--- config.mk ---
export PLATFORM = sky130hd
export DESIGN_NAME = toggle_cover_scheduler
export DESIGN_NICKNAME = d
export VERILOG_FILES = /design/src/rtl/toggle_cover_scheduler.sv
export SDC_FILE = /design/constraint.sdc
export NUM_CORES = 1
export LEC_CHECK = 0
export ABC_CLOCK_PERIOD_IN_PS = 12500
export CAP_MARGIN = 10
export CORE_ASPECT_RATIO = 1.25
export CORE_MARGIN = 2
export CORE_UTILIZATION = 25
export CTS_BUF_LIST = sky130_fd_sc_hd__clkbuf_8
export CTS_CLUSTER_DIAMETER = 120
export DETAILED_ROUTE_END_ITERATION = 10
export GPL_ROUTABILITY_DRIVEN = 1
export GPL_TIMING_DRIVEN = 0
export MAX_ROUTING_LAYER = met4
export PLACE_DENSITY_LB_ADDON = 0.15
export SYNTH_ARGS = -nofsm -noshare
export SYNTH_HDL_FRONTEND = slang
export SYNTH_SLANG_ARGS = --single-unit
--- constraint.sdc ---
create_clock -name clock -period 12.5 [get_ports clock]
set_input_delay 1.875 -clock clock [delete_from_list [all_inputs] [get_ports clock]]
set_output_delay 1.875 -clock clock [all_outputs]
set_load 0.005 [all_outputs]
--- src/rtl/toggle_cover_scheduler.sv ---
// Toggle-coverage collector: records first hits in a sticky bitmap and streams
// newly hit points as absolute cover indices, round-robin, one per cycle.
module toggle_cover_scheduler #(
    parameter int unsigned WIDTH       = 27,
    parameter int unsigned COVER_INDEX = 0,
    parameter int unsigned COVER_TOTAL = 8940,
    parameter int unsigned CNT_W       = 16
) (
    input  logic             clock,
    input  logic             reset,
    input  logic [WIDTH-1:0] valid,
    input  logic             enable,
    input  logic             clear,
    output logic             out_valid,
    input  logic             out_ready,
    output logic [63:0]      out_index,
    output logic [CNT_W-1:0] hit_count,
    output logic             all_hit
);

    localparam int unsigned IW = (WIDTH > 1) ? $clog2(WIDTH) : 1;
    localparam int unsigned PW = $clog2(WIDTH + 1);
    localparam int unsigned SW = ((CNT_W > PW) ? CNT_W : PW) + 1;
    localparam logic [SW-1:0] SAT = SW'({CNT_W{1'b1}});

    if (COVER_INDEX + WIDTH > COVER_TOTAL) begin : g_range_err
        $error("toggle_cover_scheduler: COVER_INDEX + WIDTH exceeds COVER_TOTAL");
    end
    if (WIDTH < 1 || WIDTH > 1024) begin : g_width_err
        $error("toggle_cover_scheduler: WIDTH must be in 1..1024");
    end

    typedef enum logic {ST_EMPTY = 1'b0, ST_FULL = 1'b1} state_t;

    state_t            r_state;
    logic [WIDTH-1:0]  r_seen;
    logic [WIDTH-1:0]  r_pending;
    logic [IW-1:0]     r_ptr;
    logic              r_out_valid;
    logic [63:0]       r_out_index;
    logic [CNT_W-1:0]  r_hit_count;
    logic              r_all_hit;

    logic [WIDTH-1:0]  w_ev;
    logic [WIDTH-1:0]  w_new;
    logic [WIDTH-1:0]  w_seen_next;
    logic [WIDTH-1:0]  w_hi_mask;
    logic [WIDTH-1:0]  w_cand;
    logic [WIDTH-1:0]  w_grant_oh;
    logic [WIDTH-1:0]  w_pending_next;
    logic [IW-1:0]     w_g;
    logic [IW-1:0]     w_ptr_next;
    logic              w_have;
    logic              w_load;
    logic              w_grant;
    logic [PW-1:0]     w_pop;
    logic [SW-1:0]     w_sum;
    logic [CNT_W-1:0]  w_hc_next;
    logic [63:0]       w_idx;

    function automatic logic [PW-1:0] popcnt(input logic [WIDTH-1:0] v);
        logic [PW-1:0] cnt;
        cnt = '0;
        for (int i = 0; i < int'(WIDTH); i++) begin
            cnt = cnt + PW'(v[i]);
        end
        return cnt;
    endfunction

    // Event filtering and sticky bitmap update
    always_comb begin
        w_ev        = valid & {WIDTH{enable}};
        w_new       = clear ? w_ev : (w_ev & ~r_seen);
        w_seen_next = clear ? w_ev : (r_seen | w_ev);
    end

    // Round-robin pick: lowest pending bit at/after ptr, else lowest overall
    always_comb begin
        w_hi_mask = '0;
        for (int i = 0; i < int'(WIDTH); i++) begin
            w_hi_mask[i] = (i >= int'(r_ptr));
        end
        w_cand = ((r_pending & w_hi_mask) != '0) ? (r_pending & w_hi_mask) : r_pending;
        w_g    = '0;
        for (int i = int'(WIDTH) - 1; i >= 0; i--) begin
            if (w_cand[i]) begin
                w_g = IW'(i);
            end
        end
    end

    always_comb begin
        w_have         = (r_pending != '0);
        w_load         = (r_state == ST_EMPTY) || out_ready;
        w_grant        = w_load && w_have;
        w_grant_oh     = w_grant ? (WIDTH'(1) << w_g) : '0;
        // new set bits override a same-cycle grant clear
        w_pending_next = (r_pending & ~w_grant_oh) | w_new;
        w_ptr_next     = (w_g == IW'(WIDTH - 1)) ? '0 : (w_g + IW'(1));
        w_idx          = 64'(COVER_INDEX) + 64'(w_g);
    end

    // Saturating unique-hit count; clear restarts from this cycle's events
    always_comb begin
        w_pop     = popcnt(w_new);
        w_sum     = clear ? SW'(w_pop) : (SW'(r_hit_count) + SW'(w_pop));
        w_hc_next = (w_sum > SAT) ? {CNT_W{1'b1}} : w_sum[CNT_W-1:0];
    end

    always_ff @(posedge clock) begin
        if (reset) begin
            r_state     <= ST_EMPTY;
            r_seen      <= '0;
            r_pending   <= '0;
            r_ptr       <= '0;
            r_out_valid <= 1'b0;
            r_out_index <= '0;
            r_hit_count <= '0;
            r_all_hit   <= 1'b0;
        end else begin
            r_seen      <= w_seen_next;
            r_pending   <= w_pending_next;
            r_hit_count <= w_hc_next;
            r_all_hit   <= &r_seen;
            case (r_state)
                ST_EMPTY, ST_FULL: begin
                    if (w_load) begin
                        if (w_have) begin
                            r_state     <= ST_FULL;
                            r_out_valid <= 1'b1;
                            r_out_index <= w_idx;
                            r_ptr       <= w_ptr_next;
                        end else begin
                            r_state     <= ST_EMPTY;
                            r_out_valid <= 1'b0;
                        end
                    end
                end
                default: begin
                    r_state     <= ST_EMPTY;
                    r_out_valid <= 1'b0;
                end
            endcase
        end
    end

    assign out_valid = r_out_valid;
    assign out_index = r_out_index;
    assign hit_count = r_hit_count;
    assign all_hit   = r_all_hit;

endmodule

# --- Word level (Yosys, flattened, before mapping) ---
# Cells that the tools add are included.
totals:
  word_cells: 115
  regBits: 82
  in_bits: 32
  output_inout_bits: 82
op_classes:
  reduce_logical: 6
  n_addsub: 28
  n_eq_ne: 1
  muxes: 35
  n_bitwise: 9
  magnitude_cmp: 28
  n_shift: 1
ops:
  columns: ["operator", "count"]
  rows:
  - ["2-to-1 mux 5 bit", 28]
  - ["adder 5 x 1 -> 5 bit", 22]
  - ["AND 27 bit", 4]
  - ["2-to-1 mux 27 bit", 4]
  - [">= comparator 5 bit (first input constant)", 11]
  - ["NOT 27 bit", 2]
  - ["bitwise OR 27 bit", 2]
  - ["nonzero test 27 bit", 2]
  - [">= comparator 4 x 5 -> 1 bit (first input constant)", 8]
  - ["AND reduction 27 bit", 1]
  - ["<< shifter 1 x 5 -> 27 bit (first input constant)", 1]
  - [">= comparator 3 x 5 -> 1 bit (first input constant)", 4]
  - ["adder 16 x 5 -> 17 bit", 1]
  - ["> comparator 17 x 16 -> 1 bit (second input constant)", 1]
  - ["2-to-1 mux 17 bit", 1]
  - ["2-to-1 mux 16 bit", 1]
  - [">= comparator 1 x 5 -> 1 bit (first input constant)", 2]
  - [">= comparator 2 x 5 -> 1 bit (first input constant)", 2]
  - ["adder 4 x 1 -> 5 bit", 1]
  - ["adder 5 x 1 -> 5 bit (second input constant)", 1]
  - ["== test 5 bit (second input constant)", 1]
  - ["adder 3 x 1 -> 4 bit", 1]
  - ["adder 2 x 1 -> 3 bit", 1]
  - ["adder 1 x 1 -> 2 bit", 1]
  - ["5 further kinds", 5]

# --- Depth between registers and ports, before layout ---
# Gate-level depths: netlist of run 1.
depth:
  ltp_word: 36
  depth_mapped: 31
  mapped_depth_nobuf: 29

# --- Least setup slack after synthesis of run 1 ---
# No wires, ideal clock.
synth_path:
  kind: "in2reg"
  startpoint: "in clear"
  endpoint: "reg r_hit_count[9] (netlist: hit_count[9])"
  slack_ps: 3416
  required_time_ps: 12435
  path_buffers: 3
  stages: 29
  t_arrival_ps: 9019
  setup_ps: 65
  path_cell_list: "clkbuf_1 clkinv_1 clkbuf_1 nand2_1 nand3_1 fa_1 inv_1 fa_1 inv_1 fa_1 inv_1 fa_1 fa_1 fa_1 inv_1 fa_1 fa_1 fa_1 nor2b_1 o21ai_0 nand2_1 and2_1 o21ai_0 inv_1 nand3_1 or4_1 clkbuf_1 o21a_1 nor2_1"
synth_between:
  elab_chain_len: 31
synth_rtl:
  columns: ["element", "line", "source"]
  rows:
  - ["start, declared", "13", "input logic clear,"]
  - ["2-to-1 mux 27 bit", "73", "w_new = clear ? w_ev : (w_ev & ~r_seen);"]
  - ["adder 1 x 1 -> 2 bit", "65", "cnt = cnt + PW'(v[i]);"]
  - ["adder 2 x 1 -> 3 bit", "65", null]
  - ["adder 3 x 1 -> 4 bit", "65", null]
  - ["adder 4 x 1 -> 5 bit", "65", null]
  - ["adder 5 x 1 -> 5 bit (22 in a row)", "65", null]
  - ["adder 16 x 5 -> 17 bit", "106", "w_sum = clear ? SW'(w_pop) : (SW'(r_hit_count) + SW'(w_pop));"]
  - ["2-to-1 mux 17 bit (*)", "106", null]
  - ["> comparator 17 x 16 -> 1 bit", "107", "w_hc_next = (w_sum > SAT) ? {CNT_W{1'b1}} : w_sum[CNT_W-1:0];"]
  - ["2-to-1 mux 16 bit (*)", "107", null]
  - ["end signal, assigned", "123", "r_hit_count <= w_hc_next;"]
  - ["end, declared", "41", "logic [CNT_W-1:0] r_hit_count;"]
# Mark *: on every way between the ends. The rest lies on a longest branch, timed or not.
# A chain may end at the register's enable or synchronous reset.

# --- Final worst setup path of run 1 ---
# Same ends and word-level chain as after synthesis.

==> impl_metrics.json, run 1 <==
{
  "syn-cell-area_um2": 5960,
  "cts_inserted_buffers": 9,
  "final_common_cell": "a21oi_1",
  "start_util_pct": 25.3,
  "yosys_warnings": 0,
  "fmax_mhz": 102,
  "rrSetupSlack_ns": 4.99,
  "worstPathRequired_ns": 12.74,
  "wl_um": 20200,
  "hold-path-endpoint": "out_index[3]",
  "grt_max_degree": 14,
  "worst_slack_ns": 2.74,
  "dieHeight_um": 177,
  "worstMarginPinSlew_ns": 1.01,
  "fin_skew_ns": 0.0128,
  "dr.pass1.iters": 4,
  "p_per_area_nw_per_um2": 185,
  "crit_fanout": 10,
  "hold_start": "out_index[3]",
  "coreArea_um2": 23600,
  "crit_path_start_kind": "input port",
  "grt_pass1_vias": 5572,
  "drive_above_1_share_pct": 12.4,
  "hpwl_um": 16300,
  "gp_congestion": 0.890,
  "worstSetupPathType": "input port to flip-flop",
  "ys_seq_elements": 82,
  "yosysSeqAreaShare_pct": 27.5,
  "crit_slowest_cell": "fa_1",
  "vias_per_cell": 4.83,
  "status": "finished clean",
  "cp.arrival_ns": 10.00,
  "rsz0062_at_grt": "false",
  "layout_common_cells": "a21oi_1 (97), nand2_1 (94), dfxtp_1 (82)",
  "port_buffers": 52,
  "p_leak_nw": 3.03,
  "post_cts_buffers": 0,
  "ir_worst_vdd_mv": 0.127,
  "reg2reg_from": "r_seen[17]",
  "synth.distinct_cells": 76,
  "finalCritPeriodShare_pct": 78.1,
  "n_fill_cell": 2628,
  "overflow": 0,
  "antennaDiodeCount": 0,
  "finalSetupTns_ns": 0,
  "root_buffer": "clkbuf_8",
  "slew_viol_final": 0,
  "clock_sinks": 82,
  "whs_ns": 0.462,
  "finalSetupViolations": 0,
  "maxCapViolations": 0,
  "hold_violations": 0,
  "synth_ff_type": "dfxtp_1",
  "ios": 114,
  "cts-htree-levels": 3,
  "cts_tree": "done",
  "postRouteAntennaNets": 0,
  "syn_avg_cell_area_um2": 7.78,
  "die_x_um": 142,
  "clk_latency_ns": 0.36,
  "synth_edf_count": 0,
  "async_flop_share_pct": 0,
  "nNetsFinal": 958,
  "grt_pass1_wl_um": 31400,
  "crit_path_frequent_cell": "fa_1",
  "critPathMaxStageDelay_ns": 0.58,
  "hold_buffers": 0,
  "drc": 0,
  "drtIter0Drc": 324,
  "num_rows": 63,
  "dieArea_um2": 25100,
  "r2r_cells": 27,
  "dr_total_vias": 5721,
  "clk_pin_slew_ns": 0.09,
  "netlist_instances": 766,
  "grt_use_total_pct": 16.8,
  "areaGrowthSynthToFinish_pct": 22.2,
  "worst_setup_path_end_kind": "flip-flop",
  "dp_slack_ns": 2.29,
  "r2r_end": "hit_count[9]",
  "worstHoldPathCells": 2,
  "fin_crit_ns": 9.76,
  "cts_resized": 0,
  "wl_per_cell_um": 17.1,
  "antenna_found_initial": 0,
  "holdCritPathClass": "flip-flop to flip-flop",
  "clock_path_buffers": 2,
  "slew_headroom_pct": 32.5
}
## area by class of cell
class                   count  area [um2]  area share, %
plain buffers              98         632           8.68
multi-input cells         591        3690           50.7
clock inverters             6        82.6           1.13
clock buffers              10         138           1.89
repair buffers             52         520           7.15
flip-flops and latches     82        1640           22.5
well taps                 292         365           5.02
inverters                  53         211           2.90
## worst max path at each step
stage,from,cells after the start,end,slack [ns]
2_1_floorplan,clear,29,hit_count[9],3.42
3_3_place_gp,clear,30,hit_count[9],2.23
3_5_place_dp,clear,29,hit_count[9],2.29
4_1_cts,clear,29,hit_count[9],2.65
5_1_grt,clear,30,hit_count[9],2.13
6_report,clear,30,hit_count[9],2.74
## Yosys cell counts, types with 3 or more instances
cell | count | area [um2]
a41oi_1 | 5 | 43.8
nor3_1 | 15 | 75.1
a21oi_1 | 97 | 485
fa_1 | 20 | 400
o22ai_1 | 3 | 18.8
nand4_1 | 15 | 93.8
nor4_1 | 4 | 25.0
o211ai_1 | 4 | 30.0
o2111ai_1 | 9 | 78.8
nand2b_1 | 6 | 37.5
o21ai_0 | 58 | 290
nand3_1 | 42 | 210
buf_4 | 67 | 503
nand2_1 | 94 | 353
buf_2 | 4 | 20.0
xor2_1 | 6 | 52.6
a32oi_1 | 5 | 43.8
nor2_1 | 34 | 128
xnor2_1 | 7 | 61.3
dfxtp_1 | 82 | 1640
and2_1 | 5 | 31.3
a21o_1 | 6 | 45.0
nand4b_1 | 3 | 26.3
and3_1 | 8 | 50.1
a21boi_0 | 4 | 30.0
a31oi_1 | 5 | 31.3
ha_1 | 19 | 238
clkbuf_1 | 26 | 97.6
inv_1 | 48 | 180
nor2b_1 | 5 | 31.3
## per-stage QoR
stage	instance area (um2)	util (%)	std cells	power (mW)
2_1_floorplan	6180	-	824	0.903
3_3_place_gp	7060	30.0	1168	1.15
3_5_place_dp	7060	30.0	1168	1.14
4_1_cts	7280	30.9	1184	1.37
5_1_grt	7280	30.9	1184	1.48
6_report	7280	30.9	1184	1.35
## logic make-up after synthesis
logic type                 share of synthesized area (%)
and+or+nand+nor                                     19.9
buffers and inverters                               14.2
adders and majority gates                           10.7
other                                             0.0629
DFF                                                 27.5
muxes                                              0.525
xor gates and xnor gates                            1.91
AOI/OAI and AO/OA                                   25.2
## critical path, delay by kind of cell
kind                       cells  cell delay (ns)
adders and majority gates      9             4.35
buffers and inverters          9             1.66
AOI/OAI and AO/OA              3             0.63
xor gates and xnor gates       1             0.22
and+or+nand+nor                8             1.25
## layer usage
metal  global-route usage [%]  share of wire (%)  routed length [um]
met2                     29.4                 52               10500
met1                     18.9                 40                8120
met3                     1.76                3.5                 707
met5                        -                  0                   0
met4                     8.67                4.7                 954
## registers in the layout (all words and copies together), names as in the netlist
name	flops
r_seen	27
all_hit	1
out_index	5
out_valid	1
r_pending	27
hit_count	16
r_ptr	5
## report_power, final
group	switching (mW)	internal (mW)
logic	0.479	0.330
clock network	0.0997	0.117
registers	0.0293	0.294
total	0.608	0.741
No activity file was read; power rests on OpenSTA's default activity.
==> run 2, diff against run 1 <==
- ABC_CLOCK_PERIOD_IN_PS: 12500 -> 10180
- clock period: 12.5 -> 10.18 ns (I/O delays scaled with it)
==> results of run 2 <==
Same layout as run 1 (identical final DEF). Status: finished clean.
Among the figures that moved: setup slack after placement 2.29 ns -> 0.315 ns; setup slack after layout 2.74 ns -> 0.769 ns; register-to-register setup slack 4.99 ns -> 2.67 ns; total power 1.35 mW -> 1.66 mW; worst IR drop on VDD 0.127 mV -> 0.156 mV
==> run 3, diff against run 2 <==
- GPL_TIMING_DRIVEN: 0 -> unset
==> impl_metrics.json, run 3 (same netlist as run 1, synthesis figures left out) <==
{
  "layout_common_cells": "a21oi_1 (97), nand2_1 (94), dfxtp_1 (82)",
  "cts_resized": 0,
  "grt_max_degree": 67,
  "holdCritPathClass": "flip-flop to flip-flop",
  "overflow": 0,
  "ir_worst_vdd_mv": 0.142,
  "status": "finished clean",
  "vias_per_cell": 4.97,
  "hpwl_um": 14500,
  "dp.cells": 1085,
  "cts_inserted_buffers": 9,
  "clock_sinks": 82,
  "crit_path_start_kind": "input port",
  "finalSetupViolations": 0,
  "p_per_area_nw_per_um2": 235,
  "grt_pass1_vias": 5288,
  "total_power_mw": 1.59,
  "cts-htree-levels": 3,
  "drc": 0,
  "die_x_um": 142,
  "stdcell_count": 1102,
  "clock_path_buffers": 2,
  "post_cts_buffers": 0,
  "hold_buffers": 0,
  "p_sw_share_pct": 45.9,
  "ios": 114,
  "slew_viol_final": 0,
  "pwr-share-seq_pct": 27.3,
  "internal_power_mw": 0.861,
  "p_leak_nw": 2.69,
  "crit_fanout": 19,
  "final_common_cell": "a21oi_1",
  "cp.arrival_ns": 9.47,
  "drive_above_1_share_pct": 6.67,
  "fin_skew_ns": 0.0131,
  "dieHeight_um": 177,
  "antenna_found_initial": 0,
  "fin_crit_ns": 9.18,
  "start_util_pct": 25.3,
  "wl_um": 18900,
  "clk_pin_slew_ns": 0.09,
  "worstMarginPinSlew_ns": 0.851,
  "grt_pass1_wl_um": 29700,
  "rsz0062_at_grt": "false",
  "drtIter0Drc": 517,
  "areaGrowthSynthToFinish_pct": 13.4,
  "power_frac_clock_pct": 15.5,
  "combPwrFrac_pct": 57.2,
  "finalSetupTns_ns": 0,
  "coreArea_um2": 23600,
  "root_buffer": "clkbuf_8",
  "maxCapViolations": 0,
  "hold_violations": 0,
  "dieArea_um2": 25100,
  "gp_congestion": 0.839,
  "port_buffers": 54,
  "fmax_mhz": 109,
  "worstSetupPathType": "input port to flip-flop",
  "finalCritPeriodShare_pct": 90.2,
  "cts_tree": "done",
  "postRouteAntennaNets": 0,
  "power.switching_mw": 0.731,
  "worst_setup_path_end_kind": "flip-flop",
  "num_rows": 63,
  "worstPathRequired_ns": 10.47,
  "antennaDiodeCount": 0,
  "slew_headroom_pct": 43.2,
  "dr_total_vias": 5474,
  "wl_per_cell_um": 17.2,
  "dr.pass1.iters": 5,
  "grt_use_total_pct": 15.7,
  "clk_latency_ns": 0.36,
  "nNetsFinal": 876
}
-- run 3: cell types whose count changed in the layout (fill, tap and decap cells not counted), sizes merged --
cell,change
clkinv,+1
buf,-58
clkbuf,-26
bufinv,-1
dlymetal6s2s,+1
clkdlybuf4s50,+1
-- run 3: area by class of cell --
class                           count  area (um2)
Clock buffer                       10         138
Clock inverter                      6        66.3
Fill cell                        2575       16800
Inverter                           53         211
Multi-Input combinational cell    591        3690
Sequential cell                    82        1640
Tap cell                          292         365
Timing Repair Buffer               68         646
-- run 3: routing by layer --
layer  global-route usage, %  vias up  share of wire, %
li1                        -     2659                 -
met1                    18.5     2596                42
met2                    27.2      187                51
met3                    1.65       32               3.8
met4                    6.29        0               3.1
met5                       -        -                 0
-- run 3: path summary, 6_finish.rpt --
| check | start | slack (ns) | cells past startpoint | end |
|---|---|---|---|---|
| hold reg to reg | out_index[4] | 0.47 | 2 | out_index[4] |
| setup reg to reg | r_seen[17] | 2.79 | 25 | hit_count[10] |
| hold / removal | out_index[4] | 0.47 | 2 | out_index[4] |
| setup / recovery | enable | 1.0 | 23 | hit_count[10] |
-- run 3: power by group through the flow --
stage                     logic [mW]  clock network [mW]  registers, mW
after floorplan                0.716                   0          0.393
after global placement         0.919                   0          0.443
after detailed placement       0.915                   0          0.440
after CTS                      0.922               0.257          0.433
after global routing            1.05               0.269          0.439
final                          0.911               0.247          0.434
-- run 3: through the flow --
stage	setup slack, ns	hold slack, ns	instance area, um2	util, %
6_report	0.999	0.467	6760	28.7
4_1_cts	0.944	0.467	6750	28.6
5_1_grt	0.388	0.499	6760	28.7
3_5_place_dp	0.568	0.454	6540	27.8
3_3_place_gp	0.621	0.454	6540	27.8
2_1_floorplan	1.44	0.431	6180	-
-- run 3: critical path: stages --
cell	delay, ns
clkdlybuf4s50_1	0.92
nand3_1	0.36
fa_1	0.60
inv_1	0.05
fa_1	0.46
fa_1	0.52
fa_1	0.52
fa_1	0.54
fa_1	0.55
inv_1	0.06
fa_1	0.45
fa_1	0.50
fa_1	0.42
nor2b_1	0.15
o21ai_0	0.09
nand2_1	0.08
and2_1	0.14
o21ai_0	0.12
inv_1	0.08
nand3_1	0.20
or4_1	0.80
a21boi_0	0.23
nor2_1	0.09
